**src/rtl/addsub_seg.sv**
```systemverilog
// rtl/addsub_seg.sv - multi-cycle segmented adder/subtractor with saturation and carry flags
// Operands are latched whole and summed SEG bits per clock, low segment first.
module addsub_seg #(
   parameter int WIDTH = 17,
   parameter int SEG   = 8
) (
   input  logic             clk,
   input  logic             rst_n,
   input  logic             in_valid,
   output logic             in_ready,
   input  logic [WIDTH-1:0] op_a_in,
   input  logic [WIDTH-1:0] op_b_in,
   input  logic             op,
   input  logic             cin,
   input  logic             sat,
   output logic             out_valid,
   input  logic             out_ready,
   output logic [WIDTH-1:0] sum,
   output logic [2:0]       cout,
   output logic             ovf,
   output logic             zero
);

   localparam int NSEG = (WIDTH + SEG - 1) / SEG;
   localparam int PW   = NSEG * SEG;
   localparam int IW   = (NSEG > 1) ? $clog2(NSEG) : 1;
   localparam logic [IW-1:0] LAST = IW'(NSEG - 1);

   typedef enum logic [1:0] {IDLE, BUSY, DONE} state_t;

   state_t           state_q;
   logic [IW-1:0]    idx_q;
   logic [WIDTH-1:0] a_q, b_q, acc_q, sum_q;
   logic             c_q, sat_q, ovf_q, zero_q, in_ready_q, out_valid_q;
   logic [2:0]       cw_q, cout_q;

   logic [PW-1:0]    a_pad, b_pad, acc_d;
   logic [SEG-1:0]   sa, sb, ss;
   logic [SEG:0]     ch;
   logic [2:0]       cw_d;
   logic [WIDTH-1:0] res_d;
   logic             ovf_d;
   logic             unused_pad;

   always_comb begin
      a_pad = PW'(a_q);
      b_pad = PW'(b_q);
      sa    = '0;
      sb    = '0;
      for (int g = 0; g < NSEG; g++) begin
         if (idx_q == IW'(g)) begin
            sa = a_pad[g*SEG +: SEG];
            sb = b_pad[g*SEG +: SEG];
         end
      end
      ch    = '0;
      ss    = '0;
      ch[0] = c_q;
      for (int j = 0; j < SEG; j++) begin
         ss[j]   = sa[j] ^ sb[j] ^ ch[j];
         ch[j+1] = (sa[j] & sb[j]) | (ch[j] & (sa[j] ^ sb[j]));
      end
      // ch[j] is the carry into global bit g*SEG+j; grab the three top carries where they occur
      acc_d = PW'(acc_q);
      cw_d  = cw_q;
      for (int g = 0; g < NSEG; g++) begin
         if (idx_q == IW'(g)) begin
            acc_d[g*SEG +: SEG] = ss;
            for (int j = 1; j <= SEG; j++) begin
               for (int k = 0; k < 3; k++) begin
                  if (g*SEG + j == WIDTH - 2 + k) cw_d[k] = ch[j];
               end
            end
         end
      end
      ovf_d = cw_d[2] ^ cw_d[1];
      res_d = acc_d[WIDTH-1:0];
      if (sat_q && ovf_d)
         res_d = a_q[WIDTH-1] ? {1'b1, {(WIDTH-1){1'b0}}} : {1'b0, {(WIDTH-1){1'b1}}};
   end

   assign unused_pad = ^acc_d;

   always_ff @(posedge clk or negedge rst_n) begin
      if (!rst_n) begin
         state_q     <= IDLE;
         idx_q       <= '0;
         a_q         <= '0;
         b_q         <= '0;
         acc_q       <= '0;
         c_q         <= 1'b0;
         sat_q       <= 1'b0;
         cw_q        <= '0;
         sum_q       <= '0;
         cout_q      <= '0;
         ovf_q       <= 1'b0;
         zero_q      <= 1'b0;
         in_ready_q  <= 1'b1;
         out_valid_q <= 1'b0;
      end else begin
         case (state_q)
            IDLE: if (in_valid) begin
               a_q        <= op_a_in;
               b_q        <= op ? ~op_b_in : op_b_in;
               c_q        <= op ? ~cin : cin;
               sat_q      <= sat;
               idx_q      <= '0;
               acc_q      <= '0;
               cw_q       <= '0;
               in_ready_q <= 1'b0;
               state_q    <= BUSY;
            end
            BUSY: begin
               acc_q <= acc_d[WIDTH-1:0];
               cw_q  <= cw_d;
               c_q   <= ch[SEG];
               if (idx_q == LAST) begin
                  sum_q       <= res_d;
                  cout_q      <= cw_d;
                  ovf_q       <= ovf_d;
                  zero_q      <= (res_d == '0);
                  out_valid_q <= 1'b1;
                  state_q     <= DONE;
               end else begin
                  idx_q <= idx_q + IW'(1);
               end
            end
            DONE: if (out_ready) begin
               out_valid_q <= 1'b0;
               in_ready_q  <= 1'b1;
               state_q     <= IDLE;
            end
            default: state_q <= IDLE;
         endcase
      end
   end

   assign in_ready  = in_ready_q;
   assign out_valid = out_valid_q;
   assign sum       = sum_q;
   assign cout      = cout_q;
   assign ovf       = ovf_q;
   assign zero      = zero_q;

endmodule
```
**config.mk**
```make
export PLATFORM = sky130hd
export DESIGN_NAME = addsub_seg
export DESIGN_NICKNAME = d
export VERILOG_FILES = /design/src/rtl/addsub_seg.sv
export SDC_FILE = /design/constraint.sdc
export NUM_CORES = 1
export LEC_CHECK = 0
export ABC_AREA = 1
export ABC_CLOCK_PERIOD_IN_PS = 9900
export CAP_MARGIN = 10
export CORE_UTILIZATION = 55
export DETAILED_ROUTE_END_ITERATION = 6
export HOLD_SLACK_MARGIN = 0.03
export PLACE_DENSITY = 0.84
export SETUP_SLACK_MARGIN = 0.15
export SKIP_CTS_REPAIR_TIMING = 1
export SKIP_LAST_GASP = 1
export SLEW_MARGIN = 20
export SYNTH_ARGS = -nofsm -noshare
export SYNTH_HDL_FRONTEND = slang
export SYNTH_SLANG_ARGS = --single-unit
```
**constraint.sdc**
```tcl
create_clock -name clk -period 9.9 [get_ports clk]
set_clock_uncertainty 0.15 [all_clocks]
set_input_delay 0.99 -clock clk [delete_from_list [all_inputs] [get_ports clk]]
set_output_delay 0.99 -clock clk [all_outputs]
set_load 0.01 [all_outputs]
```
==> metrics.cfg, run 1 <==
[routing]
dr.pass1.iters=5
drtAntennaViolNets=0
routed_wirelength_um=8678
dr_total_vias=3368
viasPerCell=5.254
drt_iter0_drc=226
drc=0
post_drt_wl_per_cell_um=13.54

[global_routing]
grt_pass1_vias=3300
antenna_found_initial=0
overflow=0
grt_pass1_wl_um=15240
grt_max_degree=85
grt_usage_pct=23.58

[logic_synthesis]
netlist_instances=485
synth_common_cells=184 x nand2_1, 83 x dfrtp_1, 61 x o21ai_0, 29 x inv_1, 18 x xnor2_1
yosysMostFrequentCell=nand2_1
ys_types=29
netlist_area_mm2=0.004248
synth_area_leaders=dfrtp_1 49%, nand2_1 16%, o21ai_0 7.2%
synth_top_flop_cell=dfrtp_1
synth_area_per_cell_um2=8.758
synth_area_leader_cell=dfrtp_1
yosysWarnings=0
synth_top_area_share_pct=48.90
yosysSeqAreaShare_pct=49.51
syn_nets=537
synth_edf_count=0
async_flop_share_pct=100.0
ys_ff_latch=84

[power]
cellLeakagePower_nw=2.293
combPwrFrac_pct=52.2
swShare_pct=42.70
seq_power_share_pct=32.8
p_int_w=0.001030
peakVddDrop_mv=0.1257
p_clk_share_pct=15.1
power_density_mw_per_mm2=352.1
switching_power_w=0.0007681

[floorplanning]
die_w_um=89.88
rows=31
core_mm2=0.007370
ios=65
die_h_um=89.88
initial_core_util_pct=57.64
dieArea_mm2=0.008078

[timing]
tns_ns=0
rsz0062_at_grt=false
min_period_over_period_pct=62.47
setup_viol=0
fmax_mhz=161.7
relSlewSlack_pct=33.14
worst_pin_slew_ns=0.9997
hold_violations=0
slew_violations=0
min_period_ns=6.184

[min_path]
hp-class=register to register
hold_depth=2

[setup_path]
worstSetupPathType=register to register
cp_max_fo=38
setup.worst_path.start_class=register
endpoint_kind=register
cp.arrival_ns=6.33
cp.required_ns=10.04
reg2regPathDepth=25

[clocking]
clkTransAtPathRegs_ns=0.08
numClockSinks=84
clkLatencyLatePin_ns=0.35
cts_inserted_buffers=9
clockRootBuffer=clkbuf_8
clockBufferDepth=2
tritoncts=yes
htree_num_levels=3

[place]
post-place-cells=625
dp_hpwl_um=6247
numPortBuffers=64
routabilityCongestion=0.8647

[cells_and_area]
nNetsFinal=589
final_cell_count_no_fill=641
diodes=0
drive_gt1_share_pct=8.118
syn_to_final_growth_pct=20.24

[status]
status=complete, no violations

[flow_run]
drv_cap=0

-- registers in the layout (all words and copies together), names as in the netlist, 2 cells and up --
name	cells
a_q	17
acc_q	17
b_q	17
cout	3
cw_q	3
idx_q	2
state_q	2
sum	17
-- kinds of logic (layout without fill, tap and decap cells) --
family	after synthesis	after routing	share of synthesized area [%]
and+or+nand+nor	210	210	20.26
AOI/OAI and AO/OA	104	104	15.43
DFF	84	84	49.51
buffers and inverters	58	115	6.421
xor gates and xnor gates	18	18	3.711
adders and majority gates	11	11	4.654
-- power groups by stage --
stage                     Sequential (W)  Combinational [W]  Clock, W
after floorplan                 0.000593           0.000660         0
after global placement          0.000590           0.000894         0
after detailed placement        0.000596           0.000929         0
after CTS                       0.000590           0.000937  0.000275
after global routing            0.000608            0.00105  0.000287
final                           0.000589           0.000938  0.000271
-- metal layers --
metal | wire length (um) | GRT usage [%] | up-vias
li1 | - | - | 1651
met3 | 407 | 3.553 | 23
met4 | 234 | 11.16 | 0
met2 | 4101 | 37.50 | 117
met1 | 3935 | 32.08 | 1577
met5 | 0 | 0 | -
-- critical path: stages (launching register included) --
cell and delay (ns):
dfrtp_1 0.39, inv_1 0.09, ha_1 0.15, buf_4 0.32, nor2_2 0.21, a221oi_1 0.28, a21oi_1 0.10, fa_1 0.49
fa_1 0.41, fa_1 0.39, fa_1 0.39, fa_1 0.39, fa_1 0.39, fa_1 0.43, fa_1 0.47, inv_1 0.09
nand2_1 0.05, nand2_1 0.16, nand2_2 0.09, nand3_4 0.17, nand2_1 0.09, nand2_1 0.08, nand2_1 0.07, nor2_1 0.12
nand3_1 0.08, nand2_1 0.06
-- layout make-up --
type / instances / area (um2)
repair buffers: 66 / 656.9
inverters: 33 / 123.9
well taps: 99 / 123.9
clock buffers: 12 / 155.1
flip-flops and latches: 84 / 2103
fillers: 599 / 2262
clock inverters: 4 / 72.57
multi-input cells: 343 / 1872
-- per-stage QoR --
step	total power [W]	utilization, %	instance area [um2]	worst slack, ns	hold WS (ns)
after detailed placement	0.001524	66.16	4876	3.759	0.3210
final	0.001799	69.30	5107	3.716	0.3285
after global routing	0.001947	69.30	5107	3.285	0.3585
after CTS	0.001802	69.25	5104	3.720	0.3348
after floorplan	0.001253	-	4248	4.337	0.2991
after global placement	0.001484	66.16	4876	4.002	0.3161
-- path summary, 6_finish.rpt --
| check | start | endpoint | slack [ns] |
|---|---|---|---|
| max in group asynchronous | rst_n | b_q[14] | 8.57 |
| hold / removal | in_ready | in_ready | 0.33 |
| setup / recovery | idx_q[1] | zero | 3.72 |
| setup reg to reg | idx_q[1] | zero | 3.72 |
| hold reg to reg | in_ready | in_ready | 0.33 |
| min in group asynchronous | rst_n | sum[11] | 0.50 |
-- cell usage in the layout, fill, tap and decap left out, drive strengths merged --
cell type      count
fa                 8
dfrtp             83
a21oi             16
clkinv             2
clkbuf            12
nand2            191
dfstp              1
a22oi              1
clkinvlp           1
o22ai              3
bufinv             2
a2bb2oi           13
inv               32
buf                3
a221oi             1
clkdlybuf4s50     63
o21ai             65
o221ai             1
nor2               9
o21a               4
nand3             10
xnor2             18
ha                 3
No activity file was read; power rests on OpenSTA's default activity.
==> inputs of run 2 (changes only) <==
- ABC_CLOCK_PERIOD_IN_PS: 9900 -> 5440
- CORE_UTILIZATION: 55 -> 49
- PLACE_DENSITY: 0.84 -> 0.79
- clock period: 9.9 -> 5.44 ns (I/O delays scaled with it)
==> run 2 against run 1 <==
Net effect: global-route usage fell by 1.4 points; flip-flop and latch count did not move; count of clock-buffer cells in the layout fell by 2; largest cell class unchanged; largest power group unchanged; highest routed layer unchanged.
==> metrics.cfg, run 2 (synthesized netlist as in run 1, its figures left out) <==
[status]
status=complete, no violations

[floorplanning]
die_w_um=95.11  ; +5.8%
dieArea_mm2=0.009045  ; +12%
die_h_um=95.11  ; +5.8%
initial_core_util_pct=51.18  ; -6.5 points
core_mm2=0.008299  ; +13%
ios=65  ; unchanged
rows=33  ; +6.5%

[routing]
drt_iter0_drc=202  ; -11%
dr_total_vias=3468  ; +3.0%
post_drt_wl_per_cell_um=13.95  ; +3.1%
viasPerCell=5.263  ; +0.16%
drtAntennaViolNets=0  ; unchanged
drc=0  ; unchanged
dr.pass1.iters=4  ; -1
routed_wirelength_um=9194  ; +5.9%

[global_routing]
busiest_layer=met2
grt_usage_pct=22.13  ; -1.4 points
use_met1_pct=28.75  ; -3.3 points
grtUsageMet3_pct=3.828  ; +0.27 points
overflow=0  ; unchanged
grt_max_degree=85  ; unchanged
met2_usage_pct=36.49  ; -1.0 points
grt_pass1_wl_um=15210  ; -0.14%
grt_pass1_vias=3248  ; -1.6%
antenna_found_initial=0  ; unchanged

[place]
dp_hpwl_um=6388  ; +2.3%
post-place-cells=637  ; +1.9%
numPortBuffers=64  ; unchanged
dp_slack_ns=-0.01663  ; -3.776 ns
routabilityCongestion=0.8132  ; -6.0%

[clocking]
numClockSinks=84  ; unchanged
tritoncts=yes
htree_num_levels=3  ; unchanged
clockRootBuffer=clkbuf_8
clockBufferDepth=2  ; unchanged
cts_inserted_buffers=9  ; unchanged
clkLatencyLatePin_ns=0.36  ; about the same
clkTransAtPathRegs_ns=0.09  ; about the same

[min_path]
hp-class=input pin to async pin

[timing]
fmax_mhz=193.5  ; +20%
slew_violations=0  ; unchanged
relSlewSlack_pct=38.32  ; +5.2 points
rsz0062_at_grt=true
setup_viol=0  ; unchanged
worst_pin_slew_ns=0.9223  ; -0.07740 ns
min_period_ns=5.167  ; -1.018 ns
hold_violations=0  ; unchanged
min_period_over_period_pct=94.98  ; +33 points
tns_ns=0  ; unchanged
hold_ws_ns=0.05607  ; -0.2725 ns
postLayoutSetupSlackWorst_ns=0.2733  ; -3.442 ns

[cells_and_area]
drive_gt1_share_pct=13.18  ; +5.1 points
fillCellCount=720  ; +20%
seq_area_mm2=0.002103  ; unchanged
final_util_pct=62.90  ; -6.4 points
diodes=0  ; unchanged
multi_input_area_mm2=0.001922  ; +2.7%
nNetsFinal=601  ; +2.0%
final_cell_count_no_fill=659  ; +2.8%
mostFrequentLayoutCells=183 x nand2_1, 83 x dfrtp_1, 63 x clkdlybuf4s50_1
final_common_cell=nand2_1
syn_to_final_growth_pct=22.89

[setup_path]
endpoint_kind=register
cp.required_ns=5.59  ; -4.45 ns
path_delay_family=adder cells
worst_path_max_delay_cell=fa_2
cp.arrival_ns=5.32  ; -1.01 ns
cp_num_buf_inv=3  ; unchanged
cp_max_fo=7  ; -82%
max_stage_delay_ns=0.39  ; -0.10 ns
setup.worst_path.start_class=register
worst_path_most_repeated_cell=fa_2
worstSetupPathType=register to register

[power]
peakVddDrop_mv=0.2540  ; +100%
power_density_mw_per_mm2=645.0  ; +83%
cellLeakagePower_nw=2.323  ; +1.3%

[flow_run]
drv_cap=0  ; unchanged

-- run 2: worst paths after layout --
path / from / endpoint / slack, ns / cells past startpoint
worst max-delay path: idx_q[0] / zero / 0.27 / 25
worst min-delay path: rst_n / sum[10] / 0.06 / 1
worst max register to register: idx_q[0] / zero / 0.27 / 25
worst min register to register: in_ready / in_ready / 0.31 / 2
max in group asynchronous: rst_n / c_q / 4.55 / 1
min in group clk: in_ready / in_ready / 0.31 / 2
-- run 2: stage by stage --
step	instance area, um2	power (W)
2_1_floorplan	4269	0.002300
3_3_place_gp	4943	0.002788
3_5_place_dp	4943	0.002859
4_1_cts	5134	0.003306
5_1_grt	5220	0.003640
6_report	5220	0.003367
-- run 2: cell type report --
| cell class | instances | area share (%) |
|---|---|---|
| inverters | 33 | 2.421 |
| clock buffers | 10 | 2.445 |
| multi-input cells | 343 | 36.82 |
| well taps | 105 | 2.517 |
| flip-flops and latches | 84 | 40.29 |
| clock inverters | 6 | 1.198 |
| repair buffers | 78 | 14.31 |
-- run 2: per-layer routing --
metal / part of all wire, % / wire length [um]
met1: 44 / 4088
met2: 49 / 4473
met3: 4.5 / 414
met4: 2.4 / 217
met5: 0 / 0
-- run 2: worst reg2reg max path, stage by stage, from the launching register on --
cell,delay [ns]
dfrtp_1,0.38
inv_2,0.06
ha_2,0.19
inv_1,0.06
nor2_2,0.05
a221oi_2,0.29
a21oi_2,0.08
fa_2,0.39
fa_2,0.35
fa_2,0.34
fa_2,0.35
fa_2,0.35
fa_2,0.35
fa_2,0.37
fa_2,0.36
inv_2,0.07
nand2_1,0.05
nand2_2,0.10
nand2_1,0.07
nand2_2,0.09
nand3_4,0.10
nand2_1,0.09
nand2_1,0.08
nor2_1,0.17
nand3_1,0.09
nand2_1,0.06
-- run 2: power by group --
part | internal, W | switching [W] | total [W]
registers | 0.000907 | 0.000160 | 0.00107
logic | 0.000780 | 0.00108 | 0.00186
clock network | 0.000212 | 0.000225 | 0.000438
total | 0.00190 | 0.00147 | 0.00337
